[config.mk]
export PLATFORM = sky130hd
export DESIGN_NAME = hazard_scoreboard_flat
export DESIGN_NICKNAME = d
export VERILOG_FILES = /design/src/rtl/hazard_if.sv /design/src/rtl/hazard_scoreboard.sv /design/src/flat_wrapper.sv
export SDC_FILE = /design/constraint.sdc
export NUM_CORES = 1
export LEC_CHECK = 0
export CAP_MARGIN = 25
export CORE_ASPECT_RATIO = 1.4
export CORE_UTILIZATION = 60
export CTS_CLUSTER_DIAMETER = 60
export DETAILED_ROUTE_END_ITERATION = 10
export PLACE_DENSITY_LB_ADDON = 0.25
export SYNTH_ARGS = -nofsm -noshare
export SYNTH_HDL_FRONTEND = slang
export SYNTH_SLANG_ARGS = --single-unit
[constraint.sdc]
create_clock -name clock -period 10.2 [get_ports clock]
set_input_delay 2.55 -clock clock [delete_from_list [all_inputs] [get_ports clock]]
set_output_delay 2.55 -clock clock [all_outputs]
set_load 0.005 [all_outputs]
[src/rtl/hazard_if.sv]
// hazard_if: decode register requests, writeback retire and scoreboard status
interface hazard_if #(parameter int ADDR_WIDTH = 5);
  logic                  id_valid;
  logic                  read_enable1;
  logic [ADDR_WIDTH-1:0] read_addr1;
  logic                  read_enable2;
  logic [ADDR_WIDTH-1:0] read_addr2;
  logic                  write_enable;
  logic [ADDR_WIDTH-1:0] write_addr;
  logic                  wb_enable;
  logic [ADDR_WIDTH-1:0] wb_addr;
  logic                  stall;
  logic                  issue;
  logic                  busy_any;
  logic [31:0]           stall_cycles;
  logic                  underflow_err;
  modport master (
    output id_valid, read_enable1, read_addr1, read_enable2, read_addr2,
           write_enable, write_addr, wb_enable, wb_addr,
    input  stall, issue, busy_any, stall_cycles, underflow_err
  );
  modport slave (
    input  id_valid, read_enable1, read_addr1, read_enable2, read_addr2,
           write_enable, write_addr, wb_enable, wb_addr,
    output stall, issue, busy_any, stall_cycles, underflow_err
  );
endinterface

[src/rtl/hazard_scoreboard.sv]
// hazard_scoreboard: per-register pending-write counters gating decode issue
module hazard_scoreboard #(
  parameter int REG_COUNT  = 32,
  parameter int ADDR_WIDTH = 5,
  parameter int CNT_WIDTH  = 2
) (
  input logic     clock,
  input logic     reset,
  hazard_if.slave sb
);
  localparam logic [CNT_WIDTH-1:0] CNT_MAX = '1;
  logic [CNT_WIDTH-1:0] cnt_q [REG_COUNT];
  logic [CNT_WIDTH-1:0] cnt_d [REG_COUNT];
  logic [REG_COUNT-1:0] inc, dec;
  logic                 busy_any_q, busy_any_d;
  logic                 underflow_err_q, underflow_err_d;
  logic [31:0]          stall_cycles_q, stall_cycles_d;
  logic                 raw1, raw2, waw, stall_c, issue_c, retire_zero;
  // hazards look only at registered counters, so a retire never bypasses into the same cycle
  always_comb begin
    raw1 = sb.read_enable1 && sb.read_addr1 != '0 && cnt_q[sb.read_addr1] != '0;
    raw2 = sb.read_enable2 && sb.read_addr2 != '0 && cnt_q[sb.read_addr2] != '0;
    waw = sb.write_enable && sb.write_addr != '0 && cnt_q[sb.write_addr] == CNT_MAX;
    stall_c = !reset && sb.id_valid && (raw1 || raw2 || waw);
    issue_c = !reset && sb.id_valid && !(raw1 || raw2 || waw);
    retire_zero = sb.wb_enable && sb.wb_addr != '0 && cnt_q[sb.wb_addr] == '0;
    busy_any_d = 1'b0;
    for (int i = 0; i < REG_COUNT; i++) begin
      inc[i] = i != 0 && issue_c && sb.write_enable && sb.write_addr == ADDR_WIDTH'(i);
      dec[i] = i != 0 && sb.wb_enable && sb.wb_addr == ADDR_WIDTH'(i) && cnt_q[i] != '0;
      cnt_d[i] = (inc[i] && !dec[i]) ? cnt_q[i] + CNT_WIDTH'(1) :
                 (dec[i] && !inc[i]) ? cnt_q[i] - CNT_WIDTH'(1) : cnt_q[i];
      busy_any_d = busy_any_d || cnt_d[i] != '0;
    end
    underflow_err_d = underflow_err_q || retire_zero;
    stall_cycles_d = (stall_c && stall_cycles_q != '1) ? stall_cycles_q + 32'd1 : stall_cycles_q;
  end
  always_ff @(posedge clock) begin
    if (reset) begin
      for (int i = 0; i < REG_COUNT; i++) cnt_q[i] <= '0;
      busy_any_q      <= 1'b0;
      underflow_err_q <= 1'b0;
      stall_cycles_q  <= '0;
    end else begin
      cnt_q           <= cnt_d;
      busy_any_q      <= busy_any_d;
      underflow_err_q <= underflow_err_d;
      stall_cycles_q  <= stall_cycles_d;
    end
  end
  assign sb.stall         = stall_c;
  assign sb.issue         = issue_c;
  assign sb.busy_any      = busy_any_q;
  assign sb.underflow_err = underflow_err_q;
  assign sb.stall_cycles  = stall_cycles_q;
endmodule

[src/flat_wrapper.sv]
// flat-port wrapper written by rule: the top's interface ports become plain ports
module hazard_scoreboard_flat 
#(
  parameter int REG_COUNT  = 32,
  parameter int ADDR_WIDTH = 5,
  parameter int CNT_WIDTH  = 2
)
  (clock, reset, sb_id_valid, sb_read_enable1, sb_read_addr1, sb_read_enable2, sb_read_addr2, sb_write_enable, sb_write_addr, sb_wb_enable, sb_wb_addr, sb_stall, sb_issue, sb_busy_any, sb_stall_cycles, sb_underflow_err);
  hazard_if #(.ADDR_WIDTH(ADDR_WIDTH)) sb_i ();
  input logic clock;
  input logic reset;
  input wire logic [$bits(sb_i.id_valid)-1:0] sb_id_valid;
  input wire logic [$bits(sb_i.read_enable1)-1:0] sb_read_enable1;
  input wire logic [$bits(sb_i.read_addr1)-1:0] sb_read_addr1;
  input wire logic [$bits(sb_i.read_enable2)-1:0] sb_read_enable2;
  input wire logic [$bits(sb_i.read_addr2)-1:0] sb_read_addr2;
  input wire logic [$bits(sb_i.write_enable)-1:0] sb_write_enable;
  input wire logic [$bits(sb_i.write_addr)-1:0] sb_write_addr;
  input wire logic [$bits(sb_i.wb_enable)-1:0] sb_wb_enable;
  input wire logic [$bits(sb_i.wb_addr)-1:0] sb_wb_addr;
  output wire logic [$bits(sb_i.stall)-1:0] sb_stall;
  output wire logic [$bits(sb_i.issue)-1:0] sb_issue;
  output wire logic [$bits(sb_i.busy_any)-1:0] sb_busy_any;
  output wire logic [$bits(sb_i.stall_cycles)-1:0] sb_stall_cycles;
  output wire logic [$bits(sb_i.underflow_err)-1:0] sb_underflow_err;
  assign sb_i.id_valid = sb_id_valid;
  assign sb_i.read_enable1 = sb_read_enable1;
  assign sb_i.read_addr1 = sb_read_addr1;
  assign sb_i.read_enable2 = sb_read_enable2;
  assign sb_i.read_addr2 = sb_read_addr2;
  assign sb_i.write_enable = sb_write_enable;
  assign sb_i.write_addr = sb_write_addr;
  assign sb_i.wb_enable = sb_wb_enable;
  assign sb_i.wb_addr = sb_wb_addr;
  assign sb_stall = sb_i.stall;
  assign sb_issue = sb_i.issue;
  assign sb_busy_any = sb_i.busy_any;
  assign sb_stall_cycles = sb_i.stall_cycles;
  assign sb_underflow_err = sb_i.underflow_err;
  hazard_scoreboard #(.REG_COUNT(REG_COUNT), .ADDR_WIDTH(ADDR_WIDTH), .CNT_WIDTH(CNT_WIDTH)) u_core (.clock(clock), .reset(reset), .sb(sb_i));
endmodule
==> results of run 1 <==
routing by layer:
layer | global-route usage, % | part of all wire, %
met2 | 65.9 | 46
met3 | 9.94 | 8.9
met4 | 32.9 | 8.9
met5 | 0 | 0
met1 | 47.4 | 37
flip-flops by register name (all words and copies together), names as in the netlist:
signal / flops
u_core.cnt_q: 62
u_core.sb.busy_any: 1
u_core.sb.stall_cycles: 32
u_core.sb.underflow_err: 1
worst max-delay path, stage by stage:
cell and delay, ps:
clkdlybuf4s50_1 460, buf_4 340, mux4_1 590, a22o_1 260, a41oi_2 190, a31oi_2 110
or2_1 320, nor3b_2 400, and2_1 200, clkdlybuf4s50_1 490
power groups by stage:
stage / Combinational, W / Clock, W / Sequential [W]
CTS: 0.000103 / 0.000346 / 0.000378
floorplan: 0.0000678 / 0 / 0.000386
global placement: 0.000102 / 0 / 0.000387
finish: 0.000106 / 0.000345 / 0.000378
detailed placement: 0.000102 / 0 / 0.000387
global route: 0.000112 / 0.000362 / 0.000378
cells in the final DEF (no fill, tap or decap), drive strengths merged, types with 14 or more instances in the layout:
cell type,n
nand3,39
inv,91
nand4,14
nor4,16
mux4,21
a31oi,18
nor2b,24
nor3,75
a211oi,23
xnor2,72
ha,32
o21ai,29
or3,32
xor2,20
dfxtp,96
nor2,139
nand2,66
clkdlybuf4s50,61
mux2i,20
a21oi,30
through the flow:
stage	area [µm²]	util (%)	std cells	hold WS (ps)
after global placement	9110	65.8	1282	491
after CTS	9400	67.9	1298	515
after detailed placement	9110	65.8	1282	500
after global routing	9400	67.9	1298	543
final	9400	67.9	1298	509
after floorplan	8490	-	1085	471
logic make-up (layout without fill, tap and decap cells):
family	count (synthesis)	in the layout
AND/OR/NAND/NOR	480	480
AO/OA/AOI/OAI	185	185
buffers and inverters	142	170
flip-flops	96	96
XOR/XNOR	92	92
multiplexers	46	46
adder cells (fa/ha/maj)	44	44
layout make-up:
cell class	count	area share (%)
Inverter	89	3.56
Clock buffer	9	2.40
Clock inverter	7	0.666
Multi-Input combinational cell	847	63.6
Timing Repair Buffer	65	6.82
Sequential cell	96	20.5
Tap cell	185	2.46
worst paths after layout:
check / startpoint / to
hold / removal: u_core.sb.stall_cycles[10] / u_core.sb.stall_cycles[10]
setup reg to reg: u_core.cnt_q[7] / u_core.sb.busy_any
setup / recovery: sb_write_addr[0] / sb_issue
hold reg to reg: u_core.sb.stall_cycles[10] / u_core.sb.stall_cycles[10]
==> metrics.cfg, run 1 <==
[run_status]
status = finished clean

[worst_hold_path]
min_path_type = reg -> reg
min_path_cells = 2

[cells_and_area]
multi_input_area_um2 = 5980
nets = 1167
regArea_um2 = 1920
fillers = 1212
syn2layout_area_growth_pct = 10.7
drive_gt1_share_pct = 7.55
n_antenna_cell = 0

[place]
hpwl_um = 22400
place_ws_ps = 1750
port-buffer-count = 62
gp_congestion = 0.984

[clock_network]
cts_hold_buf = 0
cts_tree = yes
cts_buffers = 9
root_buffer = clkbuf_16
cts_buffer_depth = 2
insertion_delay_ps = 360
htreeDepth = 3
clock_sinks = 96
post_cts_buffers = 0
cts_resized = 0
clk_pin_slew_ps = 80

[job]
maxCapViolations = 0

[floorplan]
coreArea_um2 = 13800
fp.dieH_um = 143
rows = 51
start_util_pct = 61.3
io-pin-count = 63
die_w_um = 103
dieArea_um2 = 14600

[yosys]
netlist_area_um2 = 8490
yosysUniqueCellTypes = 92
yosysMostFrequentCell = nor2_1
synth_adder_area_share_pct = 6.13
synth_top_family_by_area = simple AND/OR/NAND/NOR gates
synth_nets = 1144
yosys_warnings = 0
avgSynthCellArea_um2 = 7.82
ys.flop_type = dfxtp_1
synthMuxAreaShare_pct = 8.64
synth_compound_area_share_pct = 15.7
synthXorXnorAreaFrac_pct = 9.49
synthArstFlopShare_pct = 0
ys_top_cells_by_area = dfxtp_1 23%, xnor2_1 7.4%, nor2_1 6.1%
synth_edf_count = 0
yosys.area_share.simple_pct = 30.4
yosysTopAreaCell = dfxtp_1
synthCells = 1085
ys_seq_area_share_pct = 22.6
synth_top_area_share_pct = 22.6
synth-seq-cells = 96
synthTopCellsByCount = 139 x nor2_1, 96 x dfxtp_1, 86 x inv_1

[global_route]
grt.overflow.total = 0
grt_pass1_wl_um = 44500
grt_usage_pct = 41.7
grt_start_max_net_pins = 99
antenna_found_initial = 0
grt_pass1_vias = 7794

[sta]
worst_pin_slew_ps = 1040
skew_ps = 11.5
setup_viol = 0
fmax_mhz = 118
fin_crit_ps = 8470
max_slew_margin_pct = 30.7
finalHoldViolCount = 0
rsz0062_at_grt = false
slew_viol_final = 0
period_share_pct = 83.0
tns_ps = 0
finalWorstSetupSlack_ps = 1730

[setup_path]
critPathLaunchType = input pin
cp-end-kind = output pin
critPathKind = in -> out
reg2reg_slack_ps = 5940
reg2reg_depth = 12
required_ps = 7650
crit_path_max_fanout = 29
cp.arrival_ps = 5920

[drt]
wl_um = 29800
drtAntennaViolNets = 0
drtPass1Iterations = 6
drcViolationCount = 0
drt_iter0_drc = 641
viasPerCell = 6.60
dr_total_vias = 8563
wl_per_cell_um = 23.0

[power]
p_sw_w = 0.000246
swShare_pct = 29.7
p_per_area_nw_per_um2 = 88.2
total_power_w = 0.000828
p_leak_nw = 2.95
ir_worst_vdd_uv = 70.3
pwr-share-seq_pct = 45.6
pwr-share-comb_pct = 12.8
pwr-share-clk_pct = 41.6
p_int_w = 0.000583

Power figures use the tool's default switching activity.
==> run 2: changes to the inputs <==
--- a/config.mk
+++ b/config.mk
@@ -7,7 +7,7 @@
 export LEC_CHECK = 0
 export CAP_MARGIN = 25
 export CORE_ASPECT_RATIO = 1.4
-export CORE_UTILIZATION = 60
+export CORE_UTILIZATION = 55
 export CTS_CLUSTER_DIAMETER = 60
 export DETAILED_ROUTE_END_ITERATION = 10
 export PLACE_DENSITY_LB_ADDON = 0.25
==> constraint.sdc (replaced) <==
create_clock -name clock -period 7.5 [get_ports clock]
set_input_delay 1.875 -clock clock [delete_from_list [all_inputs] [get_ports clock]]
set_output_delay 1.875 -clock clock [all_outputs]
set_load 0.005 [all_outputs]
==> run 2 against run 1 <==
Effect of this change:
- non-clock buffer count rose by 7
- global-route usage shrank 4.2 points
- die area up 8.9%
- sequential share of layout area is 0.17 points lower
- total power is 39% higher
- first-iteration DRC count is 13% higher
- largest power group unchanged
- worst setup slack lost 1400 ps
- critical endpoint unchanged
- critical path type unchanged
==> metrics.cfg, run 2 (synthesis gave the netlist of run 1 again) <==
[floorplan]
die_w_um = 107  ; was 103 µm
fp.dieH_um = 149  ; was 143 µm
io-pin-count = 63  ; unchanged
dieArea_um2 = 15900  ; was 14600 µm²
rows = 53  ; was 51
coreArea_um2 = 15100  ; was 13800 µm²
start_util_pct = 56.4  ; was 61.3%

[drt]
drcViolationCount = 0  ; unchanged
viasPerCell = 6.48  ; was 6.60
drtAntennaViolNets = 0  ; unchanged
drt_iter0_drc = 722  ; was 641
drtPass1Iterations = 5  ; was 6
wl_um = 29700  ; was 29800 µm
dr_total_vias = 8506  ; was 8563
wl_per_cell_um = 22.6  ; was 23.0 µm

[sta]
skew_ps = 7.69  ; was 11.5 ps
slew_viol_final = 0  ; unchanged
fin_hold_ws_ps = 515  ; was 509 ps
tns_ps = 0  ; unchanged
worst_pin_slew_ps = 1040  ; about the same
setup_viol = 0  ; unchanged
finalHoldViolCount = 0  ; unchanged
max_slew_margin_pct = 30.3  ; was 30.7%
rsz0062_at_grt = false  ; unchanged
fin_crit_ps = 7130
period_share_pct = 95.1
fmax_mhz = 140

[clock_network]
clk_pin_slew_ps = 70  ; was 80 ps
clock_sinks = 96  ; unchanged
post_cts_buffers = 0  ; unchanged
cts_hold_buf = 0  ; unchanged
cts_buffer_depth = 2  ; unchanged
cts_tree = yes  ; unchanged
insertion_delay_ps = 370  ; was 360 ps
cts_resized = 0  ; unchanged
cts_buffers = 9  ; unchanged
htreeDepth = 3  ; unchanged
root_buffer = clkbuf_16  ; unchanged

[cells_and_area]
largest-register = u_core.cnt_q  ; unchanged
multi_input_area_um2 = 5980  ; unchanged
final_cell_mix = 139 x nor2_1, 96 x dfxtp_1, 86 x inv_1  ; unchanged
final_common_cell = nor2_1  ; unchanged
fillers = 1361  ; was 1212
drive_gt1_share_pct = 8.13  ; was 7.55%
regArea_um2 = 1920  ; unchanged
largest_register_ffs = 62  ; unchanged
nets = 1174  ; was 1167
syn2layout_area_growth_pct = 11.6  ; was 10.7%

[setup_path]
reg2reg_depth = 12  ; unchanged
crit_path_max_fanout = 15  ; was 29
cp-end-kind = output pin  ; unchanged
crit_slowest_cell = clkdlybuf4s50_1  ; was mux4_1
r2r-end = u_core.sb.busy_any  ; unchanged
required_ps = 5620  ; was 7650 ps
cp.arrival_ps = 5260  ; was 5920 ps
crit_family = buffers and inverters  ; unchanged
critPathLaunchType = input pin  ; unchanged
crit_top_cell = clkdlybuf4s50_1  ; unchanged
r2r_start = u_core.cnt_q[3]  ; was u_core.cnt_q[7]
reg2reg_slack_ps = 3130  ; was 5940 ps
critPathKind = in -> out  ; unchanged
critPathBufInv = 3  ; unchanged
crit_chain = clkdlybuf4s50_1 > buf_4 > mux4_2 > a22oi_1 > a31oi_2 > or2_1 > nor3b_2 > and2_1 > clkdlybuf4s50_1  ; was clkdlybuf4s50_1 > buf_4 > mux4_1 > a22o_1 > a41oi_2 > a31oi_2 > or2_1 > nor3b_2 > and2_1 > clkdlybuf4s50_1
slowest_delay_ps = 660  ; was 590 ps

[global_route]
grt_usage_pct = 37.5  ; was 41.7%
grt.overflow.total = 0  ; unchanged
grt_start_max_net_pins = 97  ; was 99
grt_pass1_wl_um = 44200  ; was 44500 µm
grt_pass1_vias = 7949  ; was 7794
antenna_found_initial = 1  ; was 0

[place]
port-buffer-count = 62  ; unchanged
gp_congestion = 1.02  ; was 0.984
hpwl_um = 22500  ; was 22400 µm

[run_status]
status = finished clean  ; unchanged

[worst_hold_path]
min_path_type = reg -> reg  ; unchanged
min_to = u_core.sb.stall_cycles[6]  ; was u_core.sb.stall_cycles[10]
min_path_cells = 2  ; unchanged
min_from = u_core.sb.stall_cycles[6]  ; was u_core.sb.stall_cycles[10]

[power]
pwr-share-seq_pct = 44.5  ; was 45.6%
p_leak_nw = 2.99  ; was 2.95 nW
swShare_pct = 28.6  ; was 29.7%
p_sw_w = 0.000330  ; was 0.000246 W
p_per_area_nw_per_um2 = 122  ; was 88.2 nW/µm²
p_int_w = 0.000826  ; was 0.000583 W
pwr-share-comb_pct = 12.8  ; about the same
ir_worst_vdd_uv = 110  ; was 70.3 µV
pwr-share-clk_pct = 42.7  ; was 41.6%

[job]
maxCapViolations = 0  ; unchanged

[run 2: cell count changes in the layout (fill, tap and decap cells not counted)]
cell / delta
bufinv_16: +1
clkinv_4: -3
clkinvlp_4: +1
clkinv_2: +1
diode_2: +1
buf_4: +7
[run 2: routing by layer]
metal / GRT usage, % / routed length (µm) / up-vias
li1: - / - / 3966
met1: 41.4 / 11000 / 3943
met2: 63.1 / 13700 / 464
met3: 7.69 / 2440 / 133
met4: 27.9 / 2480 / 0
met5: 0 / 0 / -
[run 2: cell type report]
| type | count | area share [%] |
|---|---|---|
| multi-input combinational | 847 | 63.1 |
| sequential | 96 | 20.3 |
| antenna | 1 | 0.0264 |
| inverter | 89 | 3.53 |
| tap | 192 | 2.54 |
| clock inverter | 7 | 0.832 |
| clock buffer | 9 | 2.38 |
| timing repair buffer | 72 | 7.32 |
[run 2: per-stage QoR]
| stage | util [%] | power (W) | instances | instance area (µm²) | setup slack [ps] |
|---|---|---|---|---|---|
| after floorplan | - | 0.000618 | 1085 | 8490 | 1960 |
| after global routing | 62.9 | 0.00119 | 1312 | 9470 | 207 |
| final | 62.9 | 0.00116 | 1313 | 9480 | 368 |
| after CTS | 62.9 | 0.00116 | 1312 | 9470 | 382 |
| after detailed placement | 60.9 | 0.000670 | 1296 | 9170 | 390 |
| after global placement | 60.9 | 0.000669 | 1296 | 9170 | 438 |
[run 2: worst max-delay path by stage]
| stage | startpoint | endpoint | slack, ps | depth (start not counted) |
|---|---|---|---|---|
| floorplan | sb_write_addr[0] | sb_issue | 1960 | 8 |
| global placement | sb_write_addr[0] | sb_issue | 440 | 9 |
| detailed placement | sb_write_addr[0] | sb_issue | 390 | 9 |
| CTS | sb_write_addr[0] | sb_issue | 380 | 9 |
| global route | sb_write_addr[0] | sb_issue | 210 | 9 |
| finish | sb_write_addr[0] | sb_issue | 370 | 9 |
[run 2: power groups by stage]
| stage | logic, W | registers, W | clock network (W) |
|---|---|---|---|
| finish | 0.000148 | 0.000514 | 0.000494 |
| global route | 0.000156 | 0.000514 | 0.000516 |
| CTS | 0.000145 | 0.000514 | 0.000497 |
| detailed placement | 0.000144 | 0.000526 | 0 |
| global placement | 0.000143 | 0.000526 | 0 |
| floorplan | 0.0000923 | 0.000525 | 0 |
[run 2: worst reg2reg max path, stage by stage (launching register included)]
cell      delay (ps)
dfxtp_1          530
nor2_1           180
mux4_2           490
a41o_1           250
a211o_1          330
o21bai_4         190
buf_4            480
nor4b_1          150
a211oi_1         700
nand4_1          210
nor4_1           340
and4b_1          230
a41oi_1          130
